## config.mk

```make
export PLATFORM = sky130hd
export DESIGN_NAME = seven_seg_scanner
export DESIGN_NICKNAME = d
export VERILOG_FILES = /design/src/rtl/seven_seg_scanner.sv
export SDC_FILE = /design/constraint.sdc
export NUM_CORES = 1
export LEC_CHECK = 0
export CORE_MARGIN = 3
export CORE_UTILIZATION = 44
export DETAILED_ROUTE_END_ITERATION = 6
export HOLD_SLACK_MARGIN = 0.06
export PLACE_DENSITY_LB_ADDON = 0.15
export RECOVER_POWER = 50
export SYNTH_ARGS = -nofsm -noshare
export SYNTH_HDL_FRONTEND = slang
export SYNTH_SLANG_ARGS = --single-unit
```

## constraint.sdc

```tcl
create_clock -name master_clock -period 5.1 [get_ports master_clock]
set_input_delay 1.53 -clock master_clock [delete_from_list [all_inputs] [get_ports master_clock]]
set_output_delay 1.53 -clock master_clock [all_outputs]
set_load 0.01 [all_outputs]
```

## src/rtl/seven_seg_scanner.sv

```systemverilog
// Six-digit common-anode seven-segment scanner with frame-synchronous BCD capture.
// Optional define BLINK_SET_EN blinks the hours/minutes digits while set_time is low.
module seven_seg_scanner #(
  parameter int unsigned REFRESH_DIV  = 1000,
  parameter int unsigned BLANK_CYCLES = 16,
  parameter int unsigned BLINK_FRAMES = 64
) (
  input  logic       master_clock,
  input  logic       reset_n,
  input  logic [7:0] hours_bcd,
  input  logic [7:0] minutes_bcd,
  input  logic [7:0] seconds_bcd,
  input  logic       set_time,
  output logic [5:0] anode,
  output logic [6:0] segments,
  output logic       dp
);

  localparam int unsigned PW = (REFRESH_DIV > 1) ? $clog2(REFRESH_DIV) : 1;
  localparam int unsigned IW = 3;
  localparam int unsigned SW = 24;

  logic [PW-1:0] presc_q, presc_d;
  logic [IW-1:0] idx_q, idx_d;
  logic [SW-1:0] shadow_q, shadow_d;
  logic [5:0]    anode_q, anode_d;
  logic [6:0]    seg_q, seg_d;
  logic          dp_q, dp_d;
  logic          slot_end, frame_end, hide_hm;
  logic [3:0]    nibble;
  logic [6:0]    decoded;

  // Slot/frame timing and tear-free capture of the whole time value.
  always_comb begin
    slot_end  = (presc_q == PW'(REFRESH_DIV - 1));
    frame_end = slot_end && (idx_q == IW'(5));
    presc_d   = slot_end ? '0 : presc_q + PW'(1);
    idx_d     = idx_q;
    if (slot_end) begin
      idx_d = (idx_q == IW'(5)) ? '0 : idx_q + IW'(1);
    end
    shadow_d = frame_end ? {hours_bcd, minutes_bcd, seconds_bcd} : shadow_q;
  end

`ifdef BLINK_SET_EN
  localparam int unsigned FW = $clog2(BLINK_FRAMES + 1);

  logic [FW-1:0] frame_cnt_q, frame_cnt_d;
  logic          blink_q, blink_d;

  always_comb begin
    frame_cnt_d = frame_cnt_q;
    blink_d     = blink_q;
    if (frame_end) begin
      if (frame_cnt_q == FW'(BLINK_FRAMES - 1)) begin
        frame_cnt_d = '0;
        blink_d     = ~blink_q;
      end else begin
        frame_cnt_d = frame_cnt_q + FW'(1);
      end
    end
  end

  always_ff @(posedge master_clock or negedge reset_n) begin
    if (!reset_n) begin
      frame_cnt_q <= '0;
      blink_q     <= 1'b0;
    end else begin
      frame_cnt_q <= frame_cnt_d;
      blink_q     <= blink_d;
    end
  end

  assign hide_hm = ~set_time & blink_q;
`else
  logic unused_blink;
  assign unused_blink = set_time | (BLINK_FRAMES == 0);
  assign hide_hm      = 1'b0;
`endif

  // Digit select, decode and slot-phase output shaping.
  always_comb begin
    case (idx_q)
      IW'(1):  nibble = shadow_q[7:4];
      IW'(2):  nibble = shadow_q[11:8];
      IW'(3):  nibble = shadow_q[15:12];
      IW'(4):  nibble = shadow_q[19:16];
      IW'(5):  nibble = shadow_q[23:20];
      default: nibble = shadow_q[3:0];
    endcase

    case (nibble)
      4'd0:    decoded = 7'b1000000;
      4'd1:    decoded = 7'b1111001;
      4'd2:    decoded = 7'b0100100;
      4'd3:    decoded = 7'b0110000;
      4'd4:    decoded = 7'b0011001;
      4'd5:    decoded = 7'b0010010;
      4'd6:    decoded = 7'b0000010;
      4'd7:    decoded = 7'b1111000;
      4'd8:    decoded = 7'b0000000;
      4'd9:    decoded = 7'b0010000;
      default: decoded = 7'b0111111;
    endcase

    anode_d = 6'b111111;
    seg_d   = 7'b1111111;
    dp_d    = 1'b1;
    if (32'(presc_q) >= BLANK_CYCLES) begin
      seg_d = decoded;
      if (hide_hm && (idx_q >= IW'(2))) begin
        anode_d = 6'b111111;
      end else begin
        anode_d = ~(6'(1) << idx_q);
        dp_d    = ~((idx_q == IW'(2)) || (idx_q == IW'(4)));
      end
    end
  end

  always_ff @(posedge master_clock or negedge reset_n) begin
    if (!reset_n) begin
      presc_q  <= '0;
      idx_q    <= '0;
      shadow_q <= '0;
      anode_q  <= 6'b111111;
      seg_q    <= 7'b1111111;
      dp_q     <= 1'b1;
    end else begin
      presc_q  <= presc_d;
      idx_q    <= idx_d;
      shadow_q <= shadow_d;
      anode_q  <= anode_d;
      seg_q    <= seg_d;
      dp_q     <= dp_d;
    end
  end

  assign anode    = anode_q;
  assign segments = seg_q;
  assign dp       = dp_q;

endmodule

```

* Word level (Yosys, flattened, before mapping)
Memory sizes are Yosys's and may differ from the RTL's.
Index checks and enable logic that the tools add are counted.
W data, S select, Z words.
** Word-level totals
- Register bits after elaboration :: 51
- Logic and storage cells :: 27
- Output and inout port bits :: 14
- Memories kept :: 1
- Memory bits (read-only) :: 112
- Bits of input ports :: 27
** Memory list
- (no name shown) :: words 16, width 7, rd ports 1, clocked after Yosys merged registers in 0, write ports 0, RTL line 92 : case (nibble)
** Operators by class
- Bitwise logic cells :: 2
- Muxes and demuxes :: 6
- $lt $le $gt $ge :: 1
- $add $sub $neg :: 2
- Shift operators :: 1
- Equality and inequality tests :: 6
- Reductions and logical operators :: 2
** Operator list (number)
- $pmux W4 S5 :: 1
- $add A10 B1 Y10 const B :: 1
- $eq A10 B10 Y1 const B :: 1
- $ge A10 B5 Y1 const B :: 1
- $mux W10 :: 1
- $mux W7 :: 1
- $eq A3 B2 Y1 const B :: 2
- $eq A3 B3 Y1 const B :: 2
- $mux W6 :: 1
- $not A6 Y6 :: 1
- $shl A1 B3 Y6 const A :: 1
- $add A3 B1 Y3 const B :: 1
- $eq A3 B1 Y1 const B :: 1
- $mux W3 :: 1
- $logic_and A1 B1 Y1 :: 1
- $logic_or A1 B1 Y1 :: 1
- $mux W1 :: 1
- $not A1 Y1 :: 1

* Logic depth before layout (Yosys ltp)
- Word-level depth :: 4
- Mapped depth :: 13
- Depth with buffers taken out :: 10

* Worst setup path before layout
OpenSTA, ideal clock, no wires.
- Path type :: register to register
- Start point :: register idx_q[1]
- End point :: register seg_q[1], in the netlist segments[1]
- Stages on the path, launching flop included :: 13
- Arrival time :: 2.383 ns
- Path buffers :: 3
- Setup slack :: 2.623 ns
- Clock period less this slack :: 2.477 ns
- Required time :: 5.007 ns
- Setup time :: 0.093 ns
- Cell sequence :: dfrtp_1 -> buf_6 -> buf_2 -> and2_1 -> ha_1 -> buf_6 -> or2_1 -> mux2_4 -> o32a_1 -> inv_1 -> ha_1 -> a21oi_1 -> o21ai_0
** Between the ends
- Word-level cells in the longest chain between the ends :: 4
- Elaborated cells between the ends (all ways) :: 8
- Those cells by class :: 5 x eq/ne; 2 x mux; 1 x memory
** RTL lines
- start: declaration :: RTL line 24 : logic [IW-1:0] idx_q, idx_d;
- start signal: assignment :: RTL line 130 : idx_q <= idx_d;
- $eq A3 B3 Y1, or another cell as far along :: RTL line 83 : case (idx_q)
- $pmux W4 S5 * :: RTL line 83
- $mem_v2 Z16 W7 *
- $mux W7 * :: RTL line 109 : if (32'(presc_q) >= BLANK_CYCLES) begin
- via seg_d[1] :: RTL line 27 : logic [6:0] seg_q, seg_d;
- end signal: assignment :: RTL line 133 : seg_q <= seg_d;
- end: declaration :: RTL line 27
The timed path passes the listed nets; every way through them passes the cells marked *.
A chain may end at the register's enable or synchronous reset.

==> flow_metrics.py <==
metrics = {
    "finish": {
        "nNetsFinal": 288,
        "drive_above_1_share_pct": 20.70,
        "final_common_cell": "clkdlybuf4s50_1",
        "num_antenna_cells": 0,
        "layout_common_cells": "clkdlybuf4s50_1 (38), dfrtp_1 (37), mux2_2 (24)",
        "areaGrowthSynthToFinish_pct": 21.37,
        "fin_area_um2": 2999,
    },
    "synthesis": {
        "syn_area_um2": 2471,
        "ys_ff_latch": 51,
        "synth.avg_cell_area_um2": 11.34,
        "ys_seq_area_share_pct": 52.35,
        "synth_nets": 251,
        "syn_inst": 218,
        "yosysUniqueCellTypes": 51,
        "yosysWarnings": 0,
    },
    "place": {
        "dp_hpwl_um": 3280,
        "gp_congestion": 0.8114,
        "placed_cell_area_um2": 2887,
        "portBuffers": 39,
    },
    "critical_path": {
        "critPathSlowestCell": "clkbuf_1",
        "path_max_fanout": 30,
        "crit_start": "reset_n",
        "end_kind": "async pin",
        "crit_family": "buffers and inverters",
        "critPathMaxStageDelay_ns": 1.09,
        "r2r_slack_ns": 2.27,
        "crit_type": "input pin to async pin",
        "cp_common_cell": "clkbuf_1",
        "crit_required_ns": 5.34,
        "cp_num_buf_inv": 2,
        "cp_cell_sequence": "clkbuf_1, clkbuf_1",
        "crit_path_start_kind": "input pin",
        "worst_ep_arrival_time_ns": 3.56,
        "r2r_start": "idx_q[0]",
    },
    "clock_tree": {
        "cts_setup_buffers": 0,
        "root_buffer": "clkbuf_8",
        "clock_latency_ns": 0.30,
        "cts_buffers": 5,
        "htreeDepth": 2,
        "clockBufferDepth": 2,
        "clock-sinks": 51,
        "path_clk_slew_ns": 0.09,
        "cts_resized": 0,
        "cts_hold_buf": 0,
        "tritoncts": "done",
    },
    "floorplan": {
        "die_area_um2": 6551,
        "start_util_pct": 46.89,
        "row_count": 26,
        "fp.dieW_um": 80.94,
        "die_h_um": 80.94,
        "ios": 41,
        "core_um2": 5270,
    },
    "sta": {
        "slew_viol_final": 31,
        "rsz0062_at_grt": "no",
        "slew_headroom_pct": -2.354,
        "fmax_mhz": 300.6,
        "setup-violations-final": 0,
        "period_share_pct": 65.23,
        "fin_crit_ns": 3.326,
        "skew_ns": 0.009333,
        "fin_tns_setup_ns": 0,
        "hold_viol_final": 0,
        "worst_slew_pin_slew_ns": 1.535,
    },
    "power": {
        "p_leak_nw": 1.219,
        "peakVddDrop_mv": 0.1622,
        "power.density_nw_per_um2": 256.9,
    },
    "detailed_routing": {
        "ant_nets": 0,
        "vias": 1689,
        "drc_errors": 0,
        "viasPerCell": 5.181,
        "drtPass1Iterations": 4,
        "totalWireLength_um": 4497,
        "wl_per_cell_um": 13.79,
        "first_iter_violations": 76,
    },
    "min_path": {
        "hp-start": "presc_q[0]",
        "hp-class": "register to register",
    },
    "global_routing": {
        "grt_max_degree": 31,
        "grt-ovfl-total": 0,
        "antenna_found_initial": 0,
        "grt_pass1_vias": 1618,
        "grt_usage_pct": 15.22,
        "grt_first_pass_wirelength_um": 7679,
    },
    "run": {
        "maxCapViolations": 1,
    },
    "status": {
        "violations": "capacitance limit, slew limit",
        "status": "finished, violations left",
    },
}
[Yosys cell counts (all sizes together)]
| cell | count | share of area [%] |
|---|---|---|
| a2111oi | 1 | 0.35 |
| a211oi | 3 | 0.91 |
| a21oi | 11 | 2.4 |
| a222oi | 1 | 0.41 |
| a22o | 1 | 0.35 |
| a22oi | 1 | 0.30 |
| a311oi | 1 | 0.35 |
| a31oi | 4 | 1.0 |
| a32oi | 1 | 0.35 |
| and2 | 5 | 1.3 |
| and2b | 2 | 0.61 |
| and3 | 1 | 0.25 |
| and3b | 2 | 0.71 |
| and4b | 1 | 0.41 |
| buf | 9 | 2.5 |
| clkbuf | 1 | 0.15 |
| dfrtp | 37 | 37 |
| dfstp | 14 | 15 |
| ha | 6 | 3.0 |
| inv | 7 | 1.1 |
| mux2 | 25 | 12 |
| mux2i | 2 | 0.81 |
| nand2 | 17 | 2.6 |
| nand2b | 3 | 0.76 |
| nand3 | 8 | 1.6 |
| nand3b | 1 | 0.30 |
| nand4 | 1 | 0.25 |
| nor2 | 16 | 2.4 |
| nor2b | 2 | 0.51 |
| nor3 | 2 | 0.41 |
| nor3b | 3 | 0.91 |
| o211ai | 2 | 0.61 |
| o21ai | 8 | 1.8 |
| o31ai | 1 | 0.30 |
| o32a | 2 | 0.81 |
| o32ai | 2 | 1.0 |
| or2 | 2 | 0.51 |
| or2b | 1 | 0.30 |
| or3 | 3 | 0.96 |
| xnor2 | 3 | 1.1 |
| xor2 | 5 | 1.8 |
[state kept, by name, summed over array words and instances (netlist names)]
| name | flops |
|---|---|
| anode | 6 |
| dp | 1 |
| idx_q | 3 |
| presc_q | 10 |
| segments | 7 |
| shadow_q | 24 |
[routing by layer]
layer  vias to the layer above  global-route usage [%]  part of all wire (%)
met5                         -                       0                     0
met4                         0                   4.561                  0.89
met3                         4                   3.548                   4.9
met2                        35                   24.06                    47
met1                       807                   20.87                    47
li1                        843                       -                     -
[area by class of cell]
type | instances | area (um2)
fill | 478 | 2271
sequential | 51 | 1294
multi-input combinational | 150 | 1086
timing repair buffer | 40 | 387.9
tap | 70 | 87.58
clock buffer | 6 | 82.58
clock inverter | 2 | 35.03
inverter | 7 | 26.28
[power breakdown]
part / leakage, nW / switching [mW] / internal [mW] / total [mW]
clock: 0.0612 / 0.123 / 0.159 / 0.281
combinational: 0.564 / 0.0241 / 0.0367 / 0.0608
sequential: 0.594 / 0.00682 / 0.422 / 0.429
total: 1.22 / 0.153 / 0.617 / 0.771
[final timing paths]
check                      cells after the start           end
max in group master_clock                      1      anode[5]
setup reg to reg                               9   segments[4]
hold reg to reg                                1    presc_q[0]
hold / removal                                 1    presc_q[0]
setup / recovery                               2      idx_q[1]
min in group asynchronous                      1  shadow_q[23]
[through the flow]
step | power, mW | setup slack, ns | utilization [%] | instances | hold WS, ns
2_1_floorplan | 0.4575 | 2.623 | - | 218 | 0.4546
3_3_place_gp | 0.4976 | 2.239 | 54.77 | 318 | 0.4723
3_5_place_dp | 0.4988 | 2.265 | 54.77 | 318 | 0.4889
4_1_cts | 0.7821 | 2.211 | 57.00 | 326 | 0.5017
5_1_grt | 0.8067 | 1.262 | 56.91 | 326 | 0.5224
6_report | 0.7706 | 1.774 | 56.91 | 326 | 0.4974
[cells by family after synthesis]
group	synth area share, %
buf+inv	3.695
fa+ha+maj	3.038
compound gates	10.94
mux	12.35
xor+xnor	2.836
simple gates	14.79
flops	52.35
Note: power is estimated with default switching activity, not from simulation.
